## config.mk

```make
export PLATFORM = sky130hd
export DESIGN_NAME = mc_ctrl
export DESIGN_NICKNAME = d
export VERILOG_FILES = /design/src/rtl/mc_ctrl.sv
export SDC_FILE = /design/constraint.sdc
export NUM_CORES = 1
export LEC_CHECK = 0
export ABC_AREA = 1
export ABC_CLOCK_PERIOD_IN_PS = 2100
export CAP_MARGIN = 20
export CORE_MARGIN = 2
export CORE_UTILIZATION = 42
export CTS_BUF_LIST = sky130_fd_sc_hd__clkbuf_4 sky130_fd_sc_hd__clkbuf_8
export CTS_CLUSTER_DIAMETER = 60
export DETAILED_ROUTE_END_ITERATION = 8
export MAX_ROUTING_LAYER = met4
export PLACE_DENSITY = 0.87
export SYNTH_ARGS = -nofsm -noshare
export SYNTH_HDL_FRONTEND = slang
export SYNTH_SLANG_ARGS = --single-unit
```

## constraint.sdc

```tcl
create_clock -name clk -period 2.1 [get_ports clk]
set_input_delay 0.42 -clock clk [delete_from_list [all_inputs] [get_ports clk]]
set_output_delay 0.42 -clock clk [all_outputs]
set_load 0.02 [all_outputs]
```

## src/rtl/mc_ctrl.sv

```systemverilog
// Multi-cycle MIPS main controller: FETCH/DECODE/EXECUTE/MEM/WB sequencing, 2-5 cycles per instruction.
// Outputs are a combinational decode of state+IR fields; no backpressure, state advances every cycle.
module mc_ctrl (
  input  logic       clk,
  input  logic       reset,
  input  logic [5:0] opcode,
  input  logic [5:0] funct,
  input  logic       cmp,
  output logic       IR_en,
  output logic       PC_en,
  output logic [2:0] nPC_sel,
  output logic       RegWrite,
  output logic [1:0] RegDst,
  output logic [1:0] MemtoReg,
  output logic       ALUSrc,
  output logic [2:0] ALUOp,
  output logic [1:0] EXTOp,
  output logic       MemWrite,
  output logic       retire,
  output logic [3:0] state
);

  localparam logic [3:0] S_FETCH    = 4'd0;
  localparam logic [3:0] S_DECODE   = 4'd1;
  localparam logic [3:0] S_ALU_R    = 4'd2;
  localparam logic [3:0] S_ALU_I    = 4'd3;
  localparam logic [3:0] S_WB_ALU   = 4'd4;
  localparam logic [3:0] S_MEM_ADDR = 4'd5;
  localparam logic [3:0] S_MEM_RD   = 4'd6;
  localparam logic [3:0] S_MEM_WR   = 4'd7;
  localparam logic [3:0] S_WB_MEM   = 4'd8;
  localparam logic [3:0] S_BRANCH   = 4'd9;
  localparam logic [3:0] S_JUMP     = 4'd10;

  logic [3:0] nxt_state;
  logic       is_r, is_addu, is_subu, is_jr, is_ori, is_lui, is_lw, is_sw, is_beq, is_j, is_jal;

  // The branch comparison is resolved inside the IFU.
  logic unused_cmp;
  assign unused_cmp = cmp;

  assign is_r    = (opcode == 6'b000000);
  assign is_addu = is_r && (funct == 6'b100001);
  assign is_subu = is_r && (funct == 6'b100011);
  assign is_jr   = is_r && (funct == 6'b001000);
  assign is_ori  = (opcode == 6'b001101);
  assign is_lui  = (opcode == 6'b001111);
  assign is_lw   = (opcode == 6'b100011);
  assign is_sw   = (opcode == 6'b101011);
  assign is_beq  = (opcode == 6'b000100);
  assign is_j    = (opcode == 6'b000010);
  assign is_jal  = (opcode == 6'b000011);

  always_ff @(posedge clk) begin
    if (reset) state <= S_FETCH;
    else       state <= nxt_state;
  end

  always_comb begin
    nxt_state = S_FETCH;
    case (state)
      S_FETCH:  nxt_state = S_DECODE;
      S_DECODE: begin
        if (is_addu || is_subu)          nxt_state = S_ALU_R;
        else if (is_ori || is_lui)       nxt_state = S_ALU_I;
        else if (is_lw || is_sw)         nxt_state = S_MEM_ADDR;
        else if (is_beq)                 nxt_state = S_BRANCH;
        else if (is_j || is_jal || is_jr) nxt_state = S_JUMP;
        else                             nxt_state = S_FETCH;
      end
      S_ALU_R, S_ALU_I: nxt_state = S_WB_ALU;
      S_MEM_ADDR:       nxt_state = is_lw ? S_MEM_RD : S_MEM_WR;
      S_MEM_RD:         nxt_state = S_WB_MEM;
      default:          nxt_state = S_FETCH;
    endcase
  end

  always_comb begin
    IR_en    = 1'b0;
    PC_en    = 1'b0;
    nPC_sel  = 3'd0;
    RegWrite = 1'b0;
    RegDst   = 2'd0;
    MemtoReg = 2'd0;
    ALUSrc   = 1'b0;
    ALUOp    = 3'd0;
    EXTOp    = 2'd0;
    MemWrite = 1'b0;
    case (state)
      S_FETCH:  IR_en = 1'b1;
      S_DECODE: begin
        // nop and unrecognised encodings retire straight from DECODE.
        if (!(is_addu || is_subu || is_ori || is_lui || is_lw || is_sw ||
              is_beq || is_j || is_jal || is_jr)) PC_en = 1'b1;
      end
      S_ALU_R:  ALUOp = is_subu ? 3'd1 : 3'd0;
      S_ALU_I: begin
        ALUSrc = 1'b1;
        EXTOp  = is_lui ? 2'd2 : 2'd0;
        ALUOp  = is_lui ? 3'd3 : 3'd2;
      end
      S_WB_ALU: begin
        RegWrite = 1'b1;
        RegDst   = is_r ? 2'd1 : 2'd0;
        PC_en    = 1'b1;
      end
      S_MEM_ADDR: begin
        ALUSrc = 1'b1;
        EXTOp  = 2'd1;
      end
      S_MEM_WR: begin
        MemWrite = 1'b1;
        PC_en    = 1'b1;
      end
      S_WB_MEM: begin
        RegWrite = 1'b1;
        MemtoReg = 2'd1;
        PC_en    = 1'b1;
      end
      S_BRANCH: begin
        ALUOp   = 3'd1;
        PC_en   = 1'b1;
        nPC_sel = 3'd1;
      end
      S_JUMP: begin
        PC_en = 1'b1;
        if (is_jr) nPC_sel = 3'd2;
        else       nPC_sel = 3'd3;
        if (is_jal) begin
          RegWrite = 1'b1;
          RegDst   = 2'd2;
          MemtoReg = 2'd2;
        end
      end
      default: ;
    endcase
    // Reset suppresses every architectural write in the current cycle.
    if (reset) begin
      IR_en    = 1'b0;
      PC_en    = 1'b0;
      RegWrite = 1'b0;
      MemWrite = 1'b0;
    end
    retire = PC_en;
  end

endmodule

```

== Word-level counts from Yosys, hierarchy flattened ==
Cells that the tools add are included.
Storage, ports and cells
  logic and storage cells: 72
  register bits: 4
  output and inout port bits: 22
  input port bits: 15
Operators by class
  muxes and demuxes: 29
  eq/ne operators: 20
  reduce and logical (&&, ||, !) cells: 22
Operator list (number)
  6-bit equality test (second input constant): 4
  4-bit two-way mux: 5
  4-bit case mux with 5 select lines: 1
  6-bit by 4-bit equality test with 1-bit output (second input constant): 3
  4-bit by 3-bit equality test with 1-bit output (second input constant): 4
  2-bit case mux with 2 select lines: 4
  1-bit two-way mux: 14
  1-bit logical OR: 13
  4-bit equality test (second input constant): 3
  6-bit by 2-bit equality test with 1-bit output (second input constant): 2
  4-bit by 2-bit equality test with 1-bit output (second input constant): 2
  6-bit by 3-bit equality test with 1-bit output (second input constant): 1
  6-bit logical NOT: 1
  2-bit case mux with 3 select lines: 1
  2-bit OR reduction: 3
  5-bit OR reduction: 1
  4-bit by 1-bit equality test with 1-bit output (second input constant): 1
  4-bit logical NOT: 1
  2-bit two-way mux: 2
  1-bit case mux with 2 select lines: 2
  1-bit logical AND: 3

== Longest topological paths before layout ==
  word-level depth: 14
  depth in mapped cells: 9
  mapped depth without buffers: 8

== Worst setup path after synthesis ==
No wires, ideal clock.
  kind: reg2out
  start point: register state[0]
  end point: output port retire
  path slack: 0.190 ns
  buffers on the path: 1
  cell stages (with the launch flop): 8
  arrival time: 1.490 ns
  data required time: 1.680 ns
  path through: dfxtp_1 > nand2_4 > nor2_4 > nand2_1 > nor2_1 > nand2_1 > a21oi_2 > buf_4
Between the ends
  cells in the longest elaborated chain, start to end: 4
  elaborated cells between the ends (all ways): 9
Ends and longest elaborated chain
  start: declaration: line 20  | output logic [3:0] state
  start signal: assignment: line 56  | else state <= nxt_state;
  4-bit equality test / 4-bit by 3-bit equality test with 1-bit output (equally long branches): line 89  | case (state)
  5-bit OR reduction (no source line)
  1-bit case mux with 2 select lines *: line 89
  1-bit two-way mux *: line 138  | if (reset) begin
  end: declaration: line 19  | output logic retire,
Mark *: on every way between the ends. The rest lies on a longest branch, timed or not.

== Final worst setup path ==
  start point: input port opcode[2]
  end point: output port ALUOp[0]
Between the ends
  cells in the longest elaborated chain, start to end: 4
  elaborated cells between the ends (all ways): 6
Ends and longest elaborated chain
  start: declaration: line 6  | input logic [5:0] opcode,
  6-bit logical NOT: line 42  | assign is_r = (opcode == 6'b000000);
  1-bit logical AND: line 44  | assign is_subu = is_r && (funct == 6'b100011);
  1-bit two-way mux: line 96  | S_ALU_R: ALUOp = is_subu ? 3'd1 : 3'd0;
  2-bit case mux with 3 select lines *: line 89
  end: declaration: line 16  | output logic [2:0] ALUOp,
Marked as above.

==> impl_metrics.csv <==
group,metric,value,unit
pwr,p_seq_frac,0.261,
pwr,leakage,0.000665,uW
pwr,combPwrFrac,0.420,
routing,drt-total-wl,2220,um
worst_setup_path,critical_path_buf_inv_count,4,
global_route,antenna_found_initial,0,
clock_network,holdBufCountCts,0,
worst_setup_path,end_kind,"output port",
worst_setup_path,reg2regPathDepth,7,
routing,drc,0,
yosys,synth_area_leader_cell,"nor2_1",
floorplanning,core,1490,um2
placement,placed_cells,181,
worst_hold_path,min_to,"state[3]$_SDFF_PP0_",
timing,finalHoldViolations,0,
global_route,grtUsageMet3,0.0375,
cells_and_area,largest_reg_flops,4,
cells_and_area,fillers,121,
yosys,syn_avg_cell_area,5.73,um2
floorplanning,dieArea,1900,um2
worst_setup_path,crit_slowest_cell,"dlygate4sd2_1",
pwr,p_sw_frac,0.352,
pwr,peakVddDrop,0.158,mV
routing,wl_per_cell,11.9,um
cells_and_area,multi_input_area,465,um2
worst_setup_path,path_common_cell,"buf_4",
timing,slew_violations,0,
floorplanning,die_h,43.6,um
routing,post_drt_via_cell_ratio,4.81,
cells_and_area,largestRegisters,"state (4)",
pwr,p_per_area,277,nW/um2
flow_run,cap_viol_max_count,0,
clock_network,cts_buffers,3,
global_route,grt_usage,0.255,
worst_hold_path,hold-path-cell-count,3,
cells_and_area,fin_cells,187,
placement,dp_slack,-0.668,ns
worst_setup_path,path_class,"primary input to output port",
cells_and_area,layout_commonest_cell,"buf_4",
pwr,power_frac_clock,0.319,
worst_setup_path,path_max_fanout,4,
clock_network,cts.clk_slew.worst_paths,0.04,ns
cells_and_area,final_cell_mix,"buf_4, nand2_1, nor2_1",
worst_hold_path,hold_path.class,"flip-flop to flip-flop",
cells_and_area,regMostFlops,"state",
cells_and_area,drive_gt1_frac,0.363,
timing,period_share,0.989,
placement,port_buffers,33,
yosys,synth_area_leaders,"nor2_1, nand2_1, dfxtp_1, nor2_4, inv_1",
timing,fmax,481,MHz
worst_setup_path,crit_arrival,1.66,ns
run_status,status,"completed",
routing,postRouteAntennaNets,0,
cells_and_area,area_growth,76.7,%
clock_network,cts.sinks,4,
floorplanning,die_x,43.6,um
clock_network,root_buffer,"clkbuf_4",
yosys,syn_inst,115,
timing,fin_skew,0.00384,ns
floorplanning,start_util,0.443,
worst_setup_path,crit-reg2reg-launch,"state[3]$_SDFF_PP0_",
yosys,synth.cell_area,659,um2
worst_setup_path,slowest_delay,0.29,ns
yosys,synth.ff_latch_count,4,
global_route,first_global_vias,894,
placement,dp_hpwl,1910,um
global_route,globalRouteOverflowTotal,0,
clock_network,cts_max_path_buffers,2,
clock_network,cts_tree,"done",
cells_and_area,diodes,0,
worst_setup_path,r2r_end,"state[2]$_SDFF_PP0_",
worst_hold_path,worstHoldStart,"state[3]$_SDFF_PP0_",
global_route,top_usage_layer,"met2",
global_route,grt_use_met1,0.243,
global_route,grt_pass1_wl,3490,um
pwr,p_int,209,uW
global_route,gr-usage-met2,0.503,
global_route,grt_start_max_net_pins,6,
timing,setup_violations,0,
timing,fin_crit,2.08,ns
timing,fin_ws,0.0230,ns
placement,gp_congestion,0.875,
routing,first_iter_violations,27,
floorplanning,row_count,14,
worst_setup_path,cp_top_family,"buffers and inverters",
clock_network,htree_levels,1,
routing,vias,899,
worst_setup_path,reg2reg_slack,0.95,ns
yosys,yosys_warnings,0,
routing,firstDrtPassIters,4,
pwr,p_sw,114,uW
yosys,synth.distinct_cells,23,
floorplanning,boundaryPins,37,
cells_and_area,layout.nets,188,
worst_setup_path,crit_chain,"dlygate4sd2_1, nor2_4, inv_1, nor2_1, nand2_1, buf_4, o21ai_1, buf_4",
worst_setup_path,startpoint_type,"primary input",
cells_and_area,seq_area,82.6,um2
yosys,synth_top_area_share,0.137,
worst_setup_path,worst_ep_required_time,1.68,ns
yosys,ys_seq_area_frac,0.121,
clock_network,insertion_delay,0.24,ns
-- final cells by class --
| class | count | share of cell area |
|---|---|---|
| clock buffer | 3 | 0.0193 |
| timing repair buffer | 57 | 0.416 |
| multi-input combinational | 83 | 0.400 |
| sequential | 4 | 0.0709 |
| tap | 16 | 0.0172 |
| inverter | 24 | 0.0773 |
-- worst min-delay path: cells and delay by family (launching register included) --
family	cells	cell delay, ns
AO/OA/AOI/OAI	1	0.06
flip-flops	1	0.39
AND/OR/NAND/NOR	2	0.13
-- through the flow --
step / utilization / total power [uW] / hold WS (ns) / setup TNS [ns] / instance area, um2
6_report: 0.782 / 322 / 0.621 / 0 / 1160
3_3_place_gp: 0.763 / 219 / 0.635 / -4.11 / 1140
4_1_cts: 0.765 / 318 / 0.620 / -0.0248 / 1140
2_1_floorplan: - / 150 / 0.668 / 0 / 663
5_1_grt: 0.782 / 337 / 0.652 / -0.126 / 1160
3_5_place_dp: 0.763 / 225 / 0.648 / -4.74 / 1140
-- worst max-delay path by stage --
stage / from / end / slack [ns] / depth (start not counted)
final: opcode[2] / ALUOp[0] / 0.02 / 8
after global placement: opcode[5] / ALUOp[0] / -0.58 / 7
after detailed placement: opcode[5] / ALUOp[0] / -0.67 / 7
after floorplan: state[0]$_SDFF_PP0_ / retire / 0.19 / 7
after CTS: opcode[4] / ALUOp[0] / -0.02 / 7
after global routing: opcode[2] / PC_en / -0.05 / 10
-- kinds of logic (layout without fill, tap and decap cells) --
| group | after synthesis | after routing | synth area share |
|---|---|---|---|
| simple gates | 73 | 73 | 0.596 |
| buf+inv | 29 | 84 | 0.190 |
| compound gates | 8 | 8 | 0.0873 |
| flops | 4 | 4 | 0.121 |
| other cells | 1 | 2 | 0.00569 |
-- timing repair --
item,CTS,global route
gates cloned,0,0
endpoints found under the setup margin,14,5
pin swaps,6,7
setup buffers,1,2
gates resized for setup,46,8
-- routing by layer --
| metal | up-vias | part of all wire | wire length [um] |
|---|---|---|---|
| met1 | 391 | 0.36 | 808 |
| li1 | 461 | - | - |
| met3 | 6 | 0.050 | 111 |
| met5 | - | 0 | 0 |
| met4 | 0 | 0.026 | 57 |
| met2 | 41 | 0.56 | 1240 |
-- synth_stat cells --
library cell,n
nor2_1,24
nand2_1,23
inv_1,17
inv_2,7
nor2_4,7
nand3_1,6
buf_4,4
dfxtp_1,4
a21oi_2,3
nand2_2,3
nand4_1,3
nor3_1,2
nor3_4,2
a21oi_1,1
a31o_1,1
a31oi_1,1
buf_2,1
conb_1,1
nand2_4,1
nand3_2,1
nor2_2,1
o21ai_1,1
o22ai_1,1
-- power by group through the flow --
stage,registers (uW),logic [uW],clock network [uW]
floorplan,87.6,62.1,0
global placement,84.7,135,0
detailed placement,85.0,140,0
CTS,84.2,131,103
global route,84.5,148,105
finish,84.2,135,103
Power figures use the tool's default switching activity.
